<file path="src/rtl/spi_transaction_arbiter_pkg.sv">
//-----------------------------------------------------------------------------
// spi_arb_pkg
//
// Shared definitions for the SPI transaction arbiter:
//   arb_state_t : arbiter FSM state encoding
//   calc_wait() : completion-window length, saturated to the counter width
//-----------------------------------------------------------------------------
package spi_arb_pkg;

  typedef enum logic [1:0] {
    ARB_IDLE    = 2'd0,
    ARB_ISSUE   = 2'd1,
    ARB_WAIT    = 2'd2,
    ARB_RESPOND = 2'd3
  } arb_state_t;

  // Window = len*cycles_per_bit + overhead, clamped to 2^wait_width-1.
  // The arithmetic is done at 64 bits, which covers every legal combination
  // of an 8..32-bit length field and a counter of up to 32 bits, so the
  // clamp is applied to the true value and never to a wrapped one.
  function automatic logic [63:0] calc_wait(
    input logic [63:0] len,
    input logic [63:0] cycles_per_bit,
    input logic [63:0] overhead,
    input int          wait_width
  );
    logic [63:0] raw;
    logic [63:0] limit;
    raw   = (len * cycles_per_bit) + overhead;
    limit = (64'd1 << wait_width) - 64'd1;
    return (raw > limit) ? limit : raw;
  endfunction

endpackage : spi_arb_pkg

</file>
<file path="src/rtl/spi_transaction_arbiter_if.sv">
//-----------------------------------------------------------------------------
// spi_transaction_arbiter_if
//
// Bundles the requester-side handshake and the SPI-master-side transaction
// bus of the arbiter.
//   modport slave  : the arbiter's view (takes requests, drives the SPI master)
//   modport master : the environment's view (requesters + SPI master)
//
// Signals:
//   req_valid/req_ready          per-requester handshake (ready is one-hot)
//   req_length/req_data/req_rw_mask  packed payloads, requester i in slice i
//   rsp_valid/rsp_data           one-hot completion strobe + read word
//   transaction_length/_data/_rw_mask  to the SPI master
//   transaction_read_data        from the SPI master
//   busy/grant_id                status
//-----------------------------------------------------------------------------
interface spi_transaction_arbiter_if #(
  parameter int NUM_REQ               = 4,
  parameter int DATA_WIDTH            = 32,
  parameter int TRANSACTION_LEN_WIDTH = 8
);

  localparam int ID_W = $clog2(NUM_REQ);

  logic [NUM_REQ-1:0]                       req_valid;
  logic [NUM_REQ-1:0]                       req_ready;
  logic [NUM_REQ*TRANSACTION_LEN_WIDTH-1:0] req_length;
  logic [NUM_REQ*DATA_WIDTH-1:0]            req_data;
  logic [NUM_REQ*DATA_WIDTH-1:0]            req_rw_mask;
  logic [NUM_REQ-1:0]                       rsp_valid;
  logic [DATA_WIDTH-1:0]                    rsp_data;
  logic [TRANSACTION_LEN_WIDTH-1:0]         transaction_length;
  logic [DATA_WIDTH-1:0]                    transaction_data;
  logic [DATA_WIDTH-1:0]                    transaction_rw_mask;
  logic [DATA_WIDTH-1:0]                    transaction_read_data;
  logic                                     busy;
  logic [ID_W-1:0]                          grant_id;

  modport slave (
    input  req_valid,
    input  req_length,
    input  req_data,
    input  req_rw_mask,
    input  transaction_read_data,
    output req_ready,
    output rsp_valid,
    output rsp_data,
    output transaction_length,
    output transaction_data,
    output transaction_rw_mask,
    output busy,
    output grant_id
  );

  modport master (
    output req_valid,
    output req_length,
    output req_data,
    output req_rw_mask,
    output transaction_read_data,
    input  req_ready,
    input  rsp_valid,
    input  rsp_data,
    input  transaction_length,
    input  transaction_data,
    input  transaction_rw_mask,
    input  busy,
    input  grant_id
  );

endinterface : spi_transaction_arbiter_if

</file>
<file path="src/rtl/spi_transaction_arbiter_rr.sv">
//-----------------------------------------------------------------------------
// rr_arbiter
//
// Purely combinational round-robin selector: the first asserted request
// found when scanning upward from ptr (wrapping at NUM_REQ) wins.
//
// Ports:
//   req          in  NUM_REQ  request vector
//   ptr          in  IDX_W    index with highest priority this cycle
//   grant_onehot out NUM_REQ  one-hot winner (all zero when nothing requested)
//   grant_idx    out IDX_W    binary index of the winner (0 when none)
//   any          out 1        at least one request present
//-----------------------------------------------------------------------------
module rr_arbiter #(
  parameter  int NUM_REQ = 4,
  localparam int IDX_W   = $clog2(NUM_REQ)
) (
  input  logic [NUM_REQ-1:0] req,
  input  logic [IDX_W-1:0]   ptr,
  output logic [NUM_REQ-1:0] grant_onehot,
  output logic [IDX_W-1:0]   grant_idx,
  output logic               any
);

  // Scan order: w_cand[0] is ptr itself, w_cand[k] is ptr+k modulo NUM_REQ.
  logic [IDX_W-1:0] w_cand [NUM_REQ];

  always_comb begin
    for (int k = 0; k < NUM_REQ; k++) begin
      w_cand[k] = IDX_W'((int'(ptr) + k) % NUM_REQ);
    end
  end

  always_comb begin
    grant_onehot = '0;
    grant_idx    = '0;
    any          = 1'b0;
    for (int k = 0; k < NUM_REQ; k++) begin
      if (!any && req[w_cand[k]]) begin
        any                     = 1'b1;
        grant_onehot[w_cand[k]] = 1'b1;
        grant_idx               = w_cand[k];
      end
    end
  end

endmodule : rr_arbiter

</file>
<file path="src/rtl/spi_transaction_arbiter.sv">
//-----------------------------------------------------------------------------
// spi_transaction_arbiter
//
// Shares one SPI master among NUM_REQ requesters. One request is accepted
// per transaction (round-robin), issued to the SPI master as a single-cycle
// transaction_length pulse, then the arbiter waits a fixed completion window
// before returning the captured read word as a one-cycle rsp_valid strobe.
// Zero-length requests skip the SPI master and respond with a zero word.
//
// Ports:
//   fabric_clk  in  single clock
//   reset_n     in  asynchronous active-low reset (shared with the SPI master)
//   bus         slave modport of spi_transaction_arbiter_if (see that file)
//-----------------------------------------------------------------------------
module spi_transaction_arbiter
  import spi_arb_pkg::*;
#(
  parameter int NUM_REQ               = 4,
  parameter int DATA_WIDTH            = 32,
  parameter int TRANSACTION_LEN_WIDTH = 8,
  parameter int CYCLES_PER_BIT        = 8,
  parameter int OVERHEAD_CYCLES       = 32,
  parameter int WAIT_WIDTH            = 16
) (
  input  logic                      fabric_clk,
  input  logic                      reset_n,
  spi_transaction_arbiter_if.slave  bus
);

  localparam int ID_W = $clog2(NUM_REQ);
  localparam int LW   = TRANSACTION_LEN_WIDTH;
  localparam int DW   = DATA_WIDTH;

  arb_state_t      r_state;
  arb_state_t      w_next_state;

  logic [NUM_REQ-1:0] w_grant_onehot;
  logic [ID_W-1:0]    w_grant_idx;
  logic               w_any;
  logic               w_accept;

  logic [LW-1:0]      w_sel_length;
  logic [DW-1:0]      w_sel_data;
  logic [DW-1:0]      w_sel_mask;

  logic [LW-1:0]         r_length;
  logic [DW-1:0]         r_data;
  logic [DW-1:0]         r_mask;
  logic [ID_W-1:0]       r_grant_id;
  logic [ID_W-1:0]       r_rr_ptr;
  logic [WAIT_WIDTH-1:0] r_wait_cnt;
  logic [DW-1:0]         r_rsp_data;

  logic w_wait_last;

  //---------------------------------------------------------------------------
  // Round-robin selection among the currently valid requests
  //---------------------------------------------------------------------------
  rr_arbiter #(
    .NUM_REQ (NUM_REQ)
  ) u_rr (
    .req          (bus.req_valid),
    .ptr          (r_rr_ptr),
    .grant_onehot (w_grant_onehot),
    .grant_idx    (w_grant_idx),
    .any          (w_any)
  );

  assign w_accept     = (r_state == ARB_IDLE) && w_any;
  assign w_sel_length = bus.req_length [int'(w_grant_idx)*LW +: LW];
  assign w_sel_data   = bus.req_data   [int'(w_grant_idx)*DW +: DW];
  assign w_sel_mask   = bus.req_rw_mask[int'(w_grant_idx)*DW +: DW];

  // The counter holds the number of WAIT cycles still to run including the
  // current one, so the last WAIT cycle is the one where it reads 1. The
  // "<= 1" also keeps a degenerate zero-length window from stalling.
  assign w_wait_last = (r_wait_cnt <= WAIT_WIDTH'(1));

  //---------------------------------------------------------------------------
  // FSM: state register
  //---------------------------------------------------------------------------
  // NOTE: sequential state is updated with non-blocking assignments so every
  // register samples the pre-edge values, independent of block ordering.
  always_ff @(posedge fabric_clk or negedge reset_n) begin
    if (!reset_n) begin
      r_state <= ARB_IDLE;
    end else begin
      r_state <= w_next_state;
    end
  end

  //---------------------------------------------------------------------------
  // FSM: next-state logic
  //---------------------------------------------------------------------------
  // NOTE: every combinational output gets a default at the top of the block;
  // a path that leaves one unassigned would infer a latch.
  always_comb begin
    w_next_state = r_state;
    unique case (r_state)
      ARB_IDLE: begin
        if (w_accept) begin
          w_next_state = (w_sel_length != '0) ? ARB_ISSUE : ARB_RESPOND;
        end
      end
      ARB_ISSUE: begin
        w_next_state = ARB_WAIT;
      end
      ARB_WAIT: begin
        if (w_wait_last) begin
          w_next_state = ARB_RESPOND;
        end
      end
      ARB_RESPOND: begin
        w_next_state = ARB_IDLE;
      end
      default: begin
        w_next_state = ARB_IDLE;
      end
    endcase
  end

  //---------------------------------------------------------------------------
  // FSM: outputs
  //---------------------------------------------------------------------------
  always_comb begin
    bus.req_ready          = '0;
    bus.rsp_valid          = '0;
    bus.transaction_length = '0;
    bus.busy               = 1'b1;
    unique case (r_state)
      ARB_IDLE: begin
        bus.busy      = 1'b0;
        // Winner already qualified by its own req_valid inside rr_arbiter.
        bus.req_ready = w_grant_onehot;
      end
      ARB_ISSUE: begin
        // Only state with a nonzero length: exactly one SPI transaction/grant.
        bus.transaction_length = r_length;
      end
      ARB_WAIT: begin
        bus.transaction_length = '0;
      end
      ARB_RESPOND: begin
        bus.rsp_valid[r_grant_id] = 1'b1;
      end
      default: begin
        bus.busy = 1'b0;
      end
    endcase
  end

  assign bus.rsp_data            = r_rsp_data;
  assign bus.transaction_data    = r_data;
  assign bus.transaction_rw_mask = r_mask;
  assign bus.grant_id            = r_grant_id;

  //---------------------------------------------------------------------------
  // Payload latches, round-robin pointer, completion counter, read capture
  //---------------------------------------------------------------------------
  // NOTE: these are individual registers (no memory array), and each one has
  // a visible reset value on the ports, so all of them are reset.
  always_ff @(posedge fabric_clk or negedge reset_n) begin
    if (!reset_n) begin
      r_length   <= '0;
      r_data     <= '0;
      r_mask     <= '0;
      r_grant_id <= '0;
      r_rr_ptr   <= '0;
      r_wait_cnt <= '0;
      r_rsp_data <= '0;
    end else begin
      unique case (r_state)
        ARB_IDLE: begin
          if (w_accept) begin
            r_length   <= w_sel_length;
            r_data     <= w_sel_data;
            r_mask     <= w_sel_mask;
            r_grant_id <= w_grant_idx;
            r_rr_ptr   <= (w_grant_idx == ID_W'(NUM_REQ - 1)) ? '0
                                                             : w_grant_idx + 1'b1;
            // Zero-length requests never touch the SPI master; respond with 0.
            if (w_sel_length == '0) begin
              r_rsp_data <= '0;
            end
          end
        end
        ARB_ISSUE: begin
          r_wait_cnt <= WAIT_WIDTH'(calc_wait(64'(r_length),
                                              64'(CYCLES_PER_BIT),
                                              64'(OVERHEAD_CYCLES),
                                              WAIT_WIDTH));
        end
        ARB_WAIT: begin
          if (r_wait_cnt != '0) begin
            r_wait_cnt <= r_wait_cnt - 1'b1;
          end
          if (w_wait_last) begin
            r_rsp_data <= bus.transaction_read_data;
          end
        end
        default: begin
          // RESPOND: nothing to update; rsp_data already holds the word.
        end
      endcase
    end
  end

endmodule : spi_transaction_arbiter

</file>
<file path="src/flat_wrapper.sv">
// flat-port wrapper written by rule: the top's interface ports become plain ports
module spi_transaction_arbiter_flat import spi_arb_pkg::*;
#(
  parameter int NUM_REQ               = 4,
  parameter int DATA_WIDTH            = 32,
  parameter int TRANSACTION_LEN_WIDTH = 8,
  parameter int CYCLES_PER_BIT        = 8,
  parameter int OVERHEAD_CYCLES       = 32,
  parameter int WAIT_WIDTH            = 16
)
  (fabric_clk, reset_n, bus_req_valid, bus_req_length, bus_req_data, bus_req_rw_mask, bus_transaction_read_data, bus_req_ready, bus_rsp_valid, bus_rsp_data, bus_transaction_length, bus_transaction_data, bus_transaction_rw_mask, bus_busy, bus_grant_id);
  spi_transaction_arbiter_if #(.NUM_REQ(NUM_REQ), .DATA_WIDTH(DATA_WIDTH), .TRANSACTION_LEN_WIDTH(TRANSACTION_LEN_WIDTH)) bus_i ();
  input  logic fabric_clk;
  input  logic reset_n;
  input wire logic [$bits(bus_i.req_valid)-1:0] bus_req_valid;
  input wire logic [$bits(bus_i.req_length)-1:0] bus_req_length;
  input wire logic [$bits(bus_i.req_data)-1:0] bus_req_data;
  input wire logic [$bits(bus_i.req_rw_mask)-1:0] bus_req_rw_mask;
  input wire logic [$bits(bus_i.transaction_read_data)-1:0] bus_transaction_read_data;
  output wire logic [$bits(bus_i.req_ready)-1:0] bus_req_ready;
  output wire logic [$bits(bus_i.rsp_valid)-1:0] bus_rsp_valid;
  output wire logic [$bits(bus_i.rsp_data)-1:0] bus_rsp_data;
  output wire logic [$bits(bus_i.transaction_length)-1:0] bus_transaction_length;
  output wire logic [$bits(bus_i.transaction_data)-1:0] bus_transaction_data;
  output wire logic [$bits(bus_i.transaction_rw_mask)-1:0] bus_transaction_rw_mask;
  output wire logic [$bits(bus_i.busy)-1:0] bus_busy;
  output wire logic [$bits(bus_i.grant_id)-1:0] bus_grant_id;
  assign bus_i.req_valid = bus_req_valid;
  assign bus_i.req_length = bus_req_length;
  assign bus_i.req_data = bus_req_data;
  assign bus_i.req_rw_mask = bus_req_rw_mask;
  assign bus_i.transaction_read_data = bus_transaction_read_data;
  assign bus_req_ready = bus_i.req_ready;
  assign bus_rsp_valid = bus_i.rsp_valid;
  assign bus_rsp_data = bus_i.rsp_data;
  assign bus_transaction_length = bus_i.transaction_length;
  assign bus_transaction_data = bus_i.transaction_data;
  assign bus_transaction_rw_mask = bus_i.transaction_rw_mask;
  assign bus_busy = bus_i.busy;
  assign bus_grant_id = bus_i.grant_id;
  spi_transaction_arbiter #(.NUM_REQ(NUM_REQ), .DATA_WIDTH(DATA_WIDTH), .TRANSACTION_LEN_WIDTH(TRANSACTION_LEN_WIDTH), .CYCLES_PER_BIT(CYCLES_PER_BIT), .OVERHEAD_CYCLES(OVERHEAD_CYCLES), .WAIT_WIDTH(WAIT_WIDTH)) u_core (.fabric_clk(fabric_clk), .reset_n(reset_n), .bus(bus_i));
endmodule
</file>
<file path="config.mk">
export PLATFORM = sky130hd
export DESIGN_NAME = spi_transaction_arbiter_flat
export DESIGN_NICKNAME = d
export VERILOG_FILES = /design/src/rtl/spi_transaction_arbiter_pkg.sv /design/src/rtl/spi_transaction_arbiter_if.sv /design/src/rtl/spi_transaction_arbiter_rr.sv /design/src/rtl/spi_transaction_arbiter.sv /design/src/flat_wrapper.sv
export SDC_FILE = /design/constraint.sdc
export NUM_CORES = 1
export LEC_CHECK = 0
export ABC_AREA = 1
export BUFFER_PORTS_ARGS = -buffer_cell sky130_fd_sc_hd__buf_2
export CAP_MARGIN = 10
export CORE_AREA = 2 2 173 175
export CTS_CLUSTER_SIZE = 8
export DETAILED_ROUTE_END_ITERATION = 7
export DIE_AREA = 0 0 175 177
export GPL_TIMING_DRIVEN = 0
export PLACE_DENSITY_LB_ADDON = 0.05
export SYNTH_ARGS = -nofsm -noshare
export SYNTH_HDL_FRONTEND = slang
export SYNTH_HIERARCHICAL = 1
export SYNTH_SLANG_ARGS = --single-unit
</file>
<file path="constraint.sdc">
create_clock -name fabric_clk -period 3.5 [get_ports fabric_clk]
set_clock_uncertainty 0.15 [all_clocks]
set_input_delay 1.05 -clock fabric_clk [delete_from_list [all_inputs] [get_ports fabric_clk]]
set_output_delay 1.05 -clock fabric_clk [all_outputs]
set_load 0.01 [all_outputs]
</file>
==> impl_metrics.env, run 1 <==
export IMPL_grt_overflow_total=0
export IMPL_gp_congestion=0.863
export IMPL_drv_slew=0
export IMPL_critPathKind="flop to output pin"
export IMPL_track_usage_pct=24.0
export IMPL_async_flop_share_pct=100
export IMPL_synth_edf_count=0
export IMPL_power_leakage_nw=6.53
export IMPL_routed_wl_mm=38.2
export IMPL_rr_worst_depth=15
export IMPL_fmax_mhz=292
export IMPL_hold_end="u_core/bus.rsp_data[20]"
export IMPL_yosysTopAreaCell="dfrtp_1"
export IMPL_hold_viol_final=0
export IMPL_slew_headroom_pct=58.6
export IMPL_clk_latency_ps=420
export IMPL_place_area_sq_um=11000
export IMPL_grt_max_degree=75
export IMPL_min_from="u_core/bus.rsp_data[20]"
export IMPL_r2r_end="u_core/bus.transaction_data[28]"
export IMPL_drtPass1Iterations=5
export IMPL_synth_area_top_cells="dfrtp_1 (38%), nand2_1 (17%), nor2_1 (11%)"
export IMPL_end_kind="output pin"
export IMPL_die_area_sq_um=31000
export IMPL_post_synth_cell_area_avg_sq_um=6.57
export IMPL_netlist_area_leader_share_pct=38.2
export IMPL_synth_seq_area_share_pct=38.2
export IMPL_ys_seq_elements=126
export IMPL_clockBufferDepth=2
export IMPL_postRouteAntennaNets=0
export IMPL_grt_pass1_wl_mm=56.8
export IMPL_syn_area_sq_um=8260
export IMPL_routedWlPerCell_microns=17.9
export IMPL_cts_tree="yes"
export IMPL_min_period_over_period_pct=97.7
export IMPL_grt_pass1_vias=9890
export IMPL_portBuffers=440
export IMPL_holdPathStages=2
export IMPL_cts_num_sinks=126
export IMPL_area_delta_synth_final_pct=42.5
export IMPL_io_pins=441
export IMPL_cts_root_buf="clkbuf_16"
export IMPL_synth_flop_cell="dfrtp_1"
export IMPL_ys_types=31
export IMPL_die_w_microns=175
export IMPL_period_needed_ps=3420
export IMPL_post_dp_hpwl_mm=29.9
export IMPL_finalSetupViolCount=0
export IMPL_antenna_found_initial=14
export IMPL_worstPathArrival_ps=2220
export IMPL_ys_warn_count=6
export IMPL_vias=10079
export IMPL_via_per_inst=4.72
export IMPL_tightest_slew_ps=622
export IMPL_drt_initial_drc_count=612
export IMPL_drv_cap=0
export IMPL_cp_required_ps=2300
export IMPL_core_area_sq_um=29200
export IMPL_ir_drop_v=0.000465
export IMPL_placementRows=63
export IMPL_drc=0
export IMPL_hold_path_class="flop to flop"
export IMPL_cts_max_level=4
export IMPL_fin_area_sq_um=11800
export IMPL_layout_drive_gt1_share_pct=31.7
export IMPL_reg2reg_slack_ps=140
export IMPL_r2r_start="u_core/r_rr_ptr[1]"
export IMPL_path_max_fanout=5
export IMPL_finalNetCount=2067
export IMPL_clk_pin_slew_ps=60
export IMPL_syn_inst=1257
export IMPL_synth_nets=1598
export IMPL_cts_buffers=17
export IMPL_fp_dieH_microns=177
export IMPL_status="finished clean"
export IMPL_crit_path_start_kind="flop"
export IMPL_initial_core_util_pct=28.3
export IMPL_final_core_util_pct=40.3
export IMPL_power_density_nw_per_um2=1310
==> metrics by stage <==
stage | setup WS [ps] | power (W) | cells | TNS, ps | hold slack [ps]
6_report | 79.6 | 0.0154 | 2137 | 0 | 317
5_1_grt | -60.9 | 0.0169 | 2134 | -327 | 346
3_3_place_gp | -832 | 0.0132 | 2087 | -151950 | 299
4_1_cts | 30.4 | 0.0153 | 2122 | 0 | 322
3_5_place_dp | -744 | 0.0133 | 2088 | -51260 | 305
2_1_floorplan | 355 | 0.00946 | 1257 | 0 | 319
==> flip-flops by register name, summed over array words and instances (netlist names) <==
| signal | flops |
|---|---|
| u_core/r_state | 2 |
| u_core/r_length | 8 |
| u_core/bus.grant_id | 2 |
| u_core/bus.rsp_data | 32 |
| u_core/bus.transaction_data | 32 |
| u_core/r_wait_cnt | 16 |
| u_core/bus.transaction_rw_mask | 32 |
| u_core/r_rr_ptr | 2 |
==> area by class of cell <==
type,count,area (sq um)
fillers,3321,17500
multi-input cells,974,4470
flip-flops and latches,126,3160
repair buffers,450,2310
well taps,390,488
clock buffers,19,443
plain buffers,81,415
inverters,76,292
clock inverters,13,188
diodes,8,20.0
==> per-layer routing <==
metal / global-route usage (%) / vias up / wire (microns)
li1: - / 5013 / -
met1: 27.9 / 4655 / 15200
met2: 43.3 / 334 / 19800
met3: 5.84 / 63 / 2290
met4: 7.88 / 14 / 874
met5: 0 / - / 80
==> cells in the final DEF (no fill, tap or decap), drive strengths merged <==
master,count
nand3b,3
nand4,8
inv,77
nor2,243
dfrtp,126
clkinv,4
or2,1
xnor2,1
a21oi,14
diode,8
xor2,5
clkbuf,63
ha,15
nor3,5
a21boi,5
o22ai,39
o31ai,2
o21ai,156
a31oi,26
clkinvlp,4
nand2,376
bufinv,4
buf,487
nand3,75
==> where the power goes <==
part / switching, W / internal, W
clock: 0.000723 / 0.00121
sequential: 0.000452 / 0.00218
combinational: 0.00728 / 0.00355
total: 0.00845 / 0.00695
==> what timing repair did <==
item                       CTS  global route
hold buffers                 0             0
buffers inserted             2             6
gates resized for setup     10            26
cloned                       0             1
setup endpoints to repair  102            90
pin swaps                    0             5
==> cells by family (layout without fill, tap and decap cells) <==
| group | count (synthesis) | in the layout | share of synthesized area [%] |
|---|---|---|---|
| AO/OA/AOI/OAI | 242 | 242 | 15.9 |
| XOR/XNOR | 6 | 6 | 0.636 |
| adder cells (fa/ha/maj) | 15 | 15 | 2.27 |
| buffers and inverters | 157 | 639 | 8.18 |
| flip-flops | 126 | 126 | 38.2 |
| other | 0 | 8 | 0 |
| AND/OR/NAND/NOR | 711 | 711 | 34.9 |
==> worst max-delay path, cell delays in order (launching register included) <==
cell        delay, ps
dfrtp_2           390
clkinvlp_4        150
ha_4              320
inv_2              50
nand2_1            70
nand2_2            60
nor2_4            170
buf_6             140
nand4_1            90
nand3_1           110
nand2_1            70
inv_2              60
buf_2             120
==> synthesized netlist by cell type, types with 4 or more instances <==
master / count
nand4_1: 8
nor2_1: 238
o21ai_1: 13
nor3_1: 5
nand3_1: 73
a31oi_1: 26
nand2_2: 8
o21ai_0: 143
xor2_1: 5
ha_1: 15
buf_6: 5
dfrtp_1: 126
a21oi_1: 14
a21boi_0: 5
inv_1: 72
nand2_1: 365
inv_2: 4
buf_4: 8
buf_2: 15
clkbuf_1: 42
o22ai_1: 39
buf_1: 11
==> worst max-delay path by stage <==
stage | startpoint | end | slack, ps | cells after the start
after floorplan | bus_req_valid[3] | u_core/bus.rsp_data[10] | 350 | 20
after global placement | reset_n | u_core/bus.transaction_data[12] | -830 | 1
after detailed placement | bus_req_valid[3] | u_core/bus.transaction_rw_mask[22] | -740 | 15
after CTS | bus_req_valid[3] | bus_req_ready[0] | 30 | 12
after global routing | u_core/r_rr_ptr[1] | bus_req_ready[3] | -60 | 12
final | u_core/r_rr_ptr[1] | bus_req_ready[3] | 80 | 12
Note: power is estimated with default switching activity, not from simulation.
==> run 2: changes to the inputs <==
- GPL_ROUTABILITY_DRIVEN: unset -> 0
- clock period: 3.5 -> 3.9 ns (I/O delays scaled with it)
==> run 2 against run 1 <==
- via count decreased by 0.57%
- non-clock buffer count decreased by 10
- global-route usage about the same
- wire length decreased by 0.77%
- combinational power decreased by 12%
==> impl_metrics.env, run 2 (same netlist as run 1, synthesis figures left out) <==
export IMPL_status="finished clean"
export IMPL_fin_cells=2127
export IMPL_hold_path_class="flop to flop"
export IMPL_end_kind="output pin"
export IMPL_placementRows=63
export IMPL_drv_cap=0
export IMPL_fin_area_sq_um=11600
export IMPL_routedWlPerCell_microns=17.8
export IMPL_postRouteAntennaNets=0
export IMPL_routed_wl_mm=37.9
export IMPL_slew_headroom_pct=59.2
export IMPL_cpMaxStageDelayCell="nor2_4"
export IMPL_power_leakage_nw=6.47
export IMPL_clk_pin_slew_ps=60
export IMPL_post_dp_hpwl_mm=29.9
export IMPL_p_clk_share_pct=12.8
export IMPL_min_period_over_period_pct=94.9
export IMPL_track_usage_pct=24.0
export IMPL_final_core_util_pct=39.8
export IMPL_drtPass1Iterations=5
export IMPL_crit_chain="buf_2, inv_1, nand2_1, nand3_4, nand2_4, nor2_4, buf_6, nand4_1, nand3_1, nand2_1, inv_1, buf_2"
export IMPL_path_max_fanout=10
export IMPL_tightest_slew_ps=613
export IMPL_cts_setup_buffers=0
export IMPL_drc=0
export IMPL_cts_buffers=17
export IMPL_io_pins=441
export IMPL_core_area_sq_um=29200
export IMPL_cts_tree="yes"
export IMPL_power_frac_comb_pct=69.7
export IMPL_critPathKind="input pin to output pin"
export IMPL_cp_required_ps=2580
export IMPL_vias=10022
export IMPL_switchingPower_w=0.00752
export IMPL_ir_drop_v=0.000408
export IMPL_grt_pass1_wl_mm=56.7
export IMPL_die_w_microns=175
export IMPL_antenna_found_initial=14
export IMPL_post_place_cells=2088
export IMPL_grt_overflow_total=0
export IMPL_clk_latency_ps=420
export IMPL_drv_slew=0
export IMPL_final_common_cell="buf_2"
export IMPL_clockBufferDepth=2
export IMPL_layout_drive_gt1_share_pct=30.5
export IMPL_portBuffers=440
export IMPL_initial_core_util_pct=28.3
export IMPL_finalSetupViolCount=0
export IMPL_period_needed_ps=3700
export IMPL_area_delta_synth_final_pct=41.0
export IMPL_finalNetCount=2057
export IMPL_place_area_sq_um=11000
export IMPL_grt_max_degree=75
export IMPL_hold_viol_final=0
export IMPL_fillers=3336
export IMPL_p_seq_share_pct=17.5
export IMPL_p_int_w=0.00608
export IMPL_switching_share_pct=55.3
export IMPL_cts_max_level=4
export IMPL_via_per_inst=4.71
export IMPL_cts_num_sinks=126
export IMPL_crit_path_start_kind="input pin"
export IMPL_fmax_mhz=270
export IMPL_drt_initial_drc_count=633
export IMPL_fp_dieH_microns=177
export IMPL_power_density_nw_per_um2=1170
export IMPL_crit_path_max_incr_delay_ps=150
export IMPL_grt_pass1_vias=9887
export IMPL_final_cell_mix="buf_2 (453), nand2_1 (365), nor2_1 (237)"
export IMPL_cts_root_buf="clkbuf_16"
export IMPL_worstPathArrival_ps=2380
export IMPL_die_area_sq_um=31000
export IMPL_rsz0062_at_grt="no"
-- run 2: cell count changes in the layout (fill, tap and decap cells not counted), sizes merged --
| cell | before | now |
|---|---|---|
| clkbuf | 63 | 61 |
| clkinvlp | 4 | 3 |
| buf | 487 | 479 |
| inv | 77 | 78 |
-- run 2: cell type report --
class	instances	area (sq um)	area share [%]
repair buffers	441	2240	19.2
flip-flops and latches	126	3160	27.1
plain buffers	80	392	3.36
clock inverters	13	188	1.61
diodes	8	20.0	0.172
well taps	390	488	4.19
inverters	76	285	2.45
multi-input cells	974	4440	38.1
clock buffers	19	443	3.80
-- run 2: critical path, delay by kind of cell --
| family | cells | cell delay, ps |
|---|---|---|
| buffers and inverters | 5 | 520 |
| AND/OR/NAND/NOR | 7 | 680 |
-- run 2: per-layer routing --
metal / vias up / track usage (%) / wire [microns]
met2: 329 / 43.2 / 19400
met3: 62 / 5.84 / 2220
li1: 4994 / - / -
met5: - / 0 / 80
met1: 4623 / 27.8 / 15300
met4: 14 / 7.88 / 923
-- run 2: metrics by stage --
| stage | hold slack, ps | setup WS (ps) | TNS, ps | total power (W) |
|---|---|---|---|---|
| floorplan | 319 | 561 | 0 | 0.00849 |
| global placement | 299 | -552 | -89330 | 0.0119 |
| detailed placement | 305 | -464 | -23640 | 0.0119 |
| CTS | 322 | 17.1 | 0 | 0.0137 |
| global route | 346 | 2.90 | 0 | 0.0149 |
| finish | 317 | 198 | 0 | 0.0136 |
-- run 2: timing repair --
action	4_1_cts	5_1_grt
pin swaps	0	0
endpoints found under the setup margin	62	61
resized for setup	3	4
hold buffers	0	0
-- run 2: power by group through the flow --
stage          combinational [W]  sequential (W)  clock (W)
5_1_grt                   0.0106         0.00247    0.00183
2_1_floorplan            0.00594         0.00255          0
6_report                 0.00948         0.00238    0.00174
4_1_cts                  0.00953         0.00239    0.00178
3_3_place_gp             0.00948         0.00239          0
3_5_place_dp             0.00950         0.00239          0
-- run 2: path summary, 6_finish.rpt --
check,from,end,slack [ps],depth (start not counted)
min reg2reg,u_core/bus.rsp_data[20],u_core/bus.rsp_data[20],320,2
max in group asynchronous,reset_n,u_core/bus.transaction_rw_mask[0],2260,2
max reg2reg,u_core/r_rr_ptr[0],u_core/bus.transaction_data[19],270,17
min in group asynchronous,reset_n,u_core/r_wait_cnt[8],540,1
min,u_core/bus.rsp_data[20],u_core/bus.rsp_data[20],320,2
max,bus_req_valid[3],bus_req_ready[0],200,12
==> run 3: changes to the inputs <==
- SYNTH_HIERARCHICAL: 1 -> unset
==> run 3 against run 2 <==
- sequential share of layout area is 0.076 points higher
- first-iteration DRC count is 7.6% higher
- global-route usage is 0.56 points lower
- worst setup slack got worse by 110 ps
- synthesized cell count decreased by 7.8%
- fmax down 2.8%
- power fell by 4.2%
- via count fell by 2.5%
- core utilization is 0.11 points lower
- area after synthesis is 0.67% lower
- critical endpoint is now bus_req_ready[2]
- largest cell class unchanged
- highest routed layer unchanged
==> impl_metrics.env, run 3 <==
export IMPL_status="finished clean"
export IMPL_clk_pin_slew_ps=60
export IMPL_fin_cells=2045
export IMPL_grt_pass1_wl_mm=55.2
export IMPL_ys_warn_count=0
export IMPL_die_area_sq_um=31000
export IMPL_worstPathArrival_ps=2490
export IMPL_grt_pass1_vias=9550
export IMPL_synth_most_common_cell="nor2_1"
export IMPL_via_per_inst=4.78
export IMPL_netlist_area_leader_share_pct=38.4
export IMPL_synth_common_cells="nor2_1 (219), nand2_1 (189), o21ai_0 (159), dfrtp_1 (126), inv_1 (84)"
export IMPL_cp_required_ps=2580
export IMPL_r2r_end="u_core.bus.transaction_data[4]"
export IMPL_period_needed_ps=3810
export IMPL_path_max_fanout=5
export IMPL_final_cell_mix="buf_2 (451), nor2_1 (219), nand2_1 (189)"
export IMPL_hold_path_class="flop to flop"
export IMPL_yosysTopAreaCell="dfrtp_1"
export IMPL_antenna_found_initial=24
export IMPL_syn_inst=1159
export IMPL_end_kind="output pin"
export IMPL_post_place_cells=1990
export IMPL_crit_path_start_kind="input pin"
export IMPL_die_w_microns=175
export IMPL_ys_seq_elements=126
export IMPL_power_leakage_nw=6.12
export IMPL_drc=0
export IMPL_drtPass1Iterations=5
export IMPL_ys_types=40
export IMPL_hold_end="u_core.bus.rsp_data[4]"
export IMPL_grt_overflow_total=0
export IMPL_critPathLaunch="bus_req_valid[3]"
export IMPL_cts_root_buf="clkbuf_16"
export IMPL_synth_edf_count=0
export IMPL_holdPathStages=2
export IMPL_cts_hold_buf=0
export IMPL_finalSetupViolCount=0
export IMPL_core_area_sq_um=29200
export IMPL_clockBufferDepth=2
export IMPL_setup_slack_ps=92.4
export IMPL_routedWlPerCell_microns=18.4
export IMPL_placementRows=63
export IMPL_drv_cap=0
export IMPL_synth_flop_cell="dfrtp_1"
export IMPL_io_pins=441
export IMPL_tightest_slew_ps=723
export IMPL_cts_max_level=4
export IMPL_min_from="u_core.bus.rsp_data[4]"
export IMPL_critPathKind="input pin to output pin"
export IMPL_portBuffers=440
export IMPL_rr_worst_depth=12
export IMPL_vias=9775
export IMPL_power_density_nw_per_um2=1120
export IMPL_drt_initial_drc_count=681
export IMPL_post_dp_hpwl_mm=30.0
export IMPL_syn_area_sq_um=8210
export IMPL_synth_area_top_cells="dfrtp_1 (38%), nor2_1 (10%), o21ai_0 (9.7%)"
export IMPL_post_synth_cell_area_avg_sq_um=7.08
export IMPL_final_common_cell="buf_2"
export IMPL_finalNetCount=1968
export IMPL_dp_slack_ps=-140
export IMPL_track_usage_pct=23.4
export IMPL_cts_tree="yes"
export IMPL_cts_num_sinks=126
export IMPL_fillers=3283
export IMPL_postRouteAntennaNets=0
export IMPL_async_flop_share_pct=100
export IMPL_initial_core_util_pct=28.1
export IMPL_routed_wl_mm=37.6
export IMPL_cts_buffers=17
export IMPL_grt_max_degree=76
export IMPL_layout_drive_gt1_share_pct=32.5
export IMPL_area_delta_synth_final_pct=41.5
export IMPL_reg2reg_slack_ps=340
export IMPL_synth_nets=1500
export IMPL_r2r_start="u_core.r_rr_ptr[1]"
export IMPL_clk_latency_ps=430
export IMPL_fp_dieH_microns=177
export IMPL_min_period_over_period_pct=97.6
export IMPL_synth_seq_area_share_pct=38.4
export IMPL_final_core_util_pct=39.7
export IMPL_slew_headroom_pct=51.8
export IMPL_whs_ps=314
export IMPL_drv_slew=0
export IMPL_ir_drop_v=0.000453
export IMPL_hold_viol_final=0
export IMPL_fmax_mhz=263
[run 3: changes by cell type after synthesis, moves of 13 or more]
cell      change
o21ai_0      +16
nand2_1     -176
nor2_1       -19
o22ai_1      -36
nand3_1      -14
o21bai_1     +66
clkbuf_1     +13
nand4_1      +16
a31oi_1      +42
[run 3: worst max-delay path, stage by stage]
cell and delay, ps:
buf_2 110, inv_1 50, nand2_1 80, nand3_2 120, nand2_4 130, inv_2 80
nand2_1 120, o22ai_1 90, a31oi_1 150, o21ai_0 110, nand2_1 80, inv_1 50
buf_2 130
[run 3: worst max path at each step]
stage               cells after the start  slack (ps)                                  to
CTS                                    10          10                    bus_req_ready[1]
global placement                        1        -560     u_core.bus.transaction_data[12]
finish                                 13          90                    bus_req_ready[2]
floorplan                              11         560                    bus_req_ready[1]
global route                           13         -10                    bus_req_ready[1]
detailed placement                     13        -140  u_core.bus.transaction_rw_mask[21]
[run 3: final cells by class]
cell class	count	area (sq um)	share of cell area, %
Inverter	89	345	2.97
Sequential cell	126	3160	27.2
Tap cell	390	488	4.20
Buffer	82	392	3.37
Antenna cell	15	37.5	0.323
Clock buffer	18	429	3.69
Clock inverter	14	133	1.14
Multi-Input combinational cell	862	4340	37.4
Timing Repair Buffer	449	2300	19.8
[run 3: where the power goes]
part           internal (W)  leakage [nW]  total (W)  switching [W]
clock network      0.000889         0.273    0.00158       0.000694
logic               0.00319          4.33    0.00918        0.00599
registers           0.00191          1.51    0.00227       0.000361
total               0.00598          6.12     0.0130        0.00705
[run 3: metal layers]
metal / wire [microns] / GRT usage [%] / vias to the layer above
met1: 15200 / 27.8 / 4503
met4: 1190 / 8.89 / 18
met3: 2490 / 6.49 / 77
met2: 18600 / 40.2 / 345
met5: 115 / 0 / -
li1: - / - / 4832
[run 3: what timing repair did]
action / 4_1_cts / 5_1_grt
buffers inserted: 0 / 8
endpoints found under the setup margin: 5 / 56
gates resized for setup: 1 / 6
pin swaps: 0 / 1
[run 3: logic make-up (layout without fill, tap and decap cells)]
kind of cell / after synthesis / count (layout) / share of synthesized area (%)
flip-flops: 126 / 126 / 38.4
adder cells (fa/ha/maj): 15 / 15 / 2.29
AND/OR/NAND/NOR: 524 / 524 / 27.0
buffers and inverters: 171 / 652 / 8.92
AO/OA/AOI/OAI: 316 / 316 / 22.7
other: 0 / 15 / 0
XOR/XNOR: 7 / 7 / 0.747
[run 3: stage by stage]
| step | power [W] | setup TNS [ps] | instance area [sq um] |
|---|---|---|---|
| 2_1_floorplan | 0.00836 | 0 | 8210 |
| 3_3_place_gp | 0.0114 | -73250 | 10900 |
| 3_5_place_dp | 0.0115 | -4210 | 10900 |
| 4_1_cts | 0.0131 | 0 | 11500 |
| 5_1_grt | 0.0143 | -12.2 | 11600 |
| 6_report | 0.0130 | 0 | 11600 |
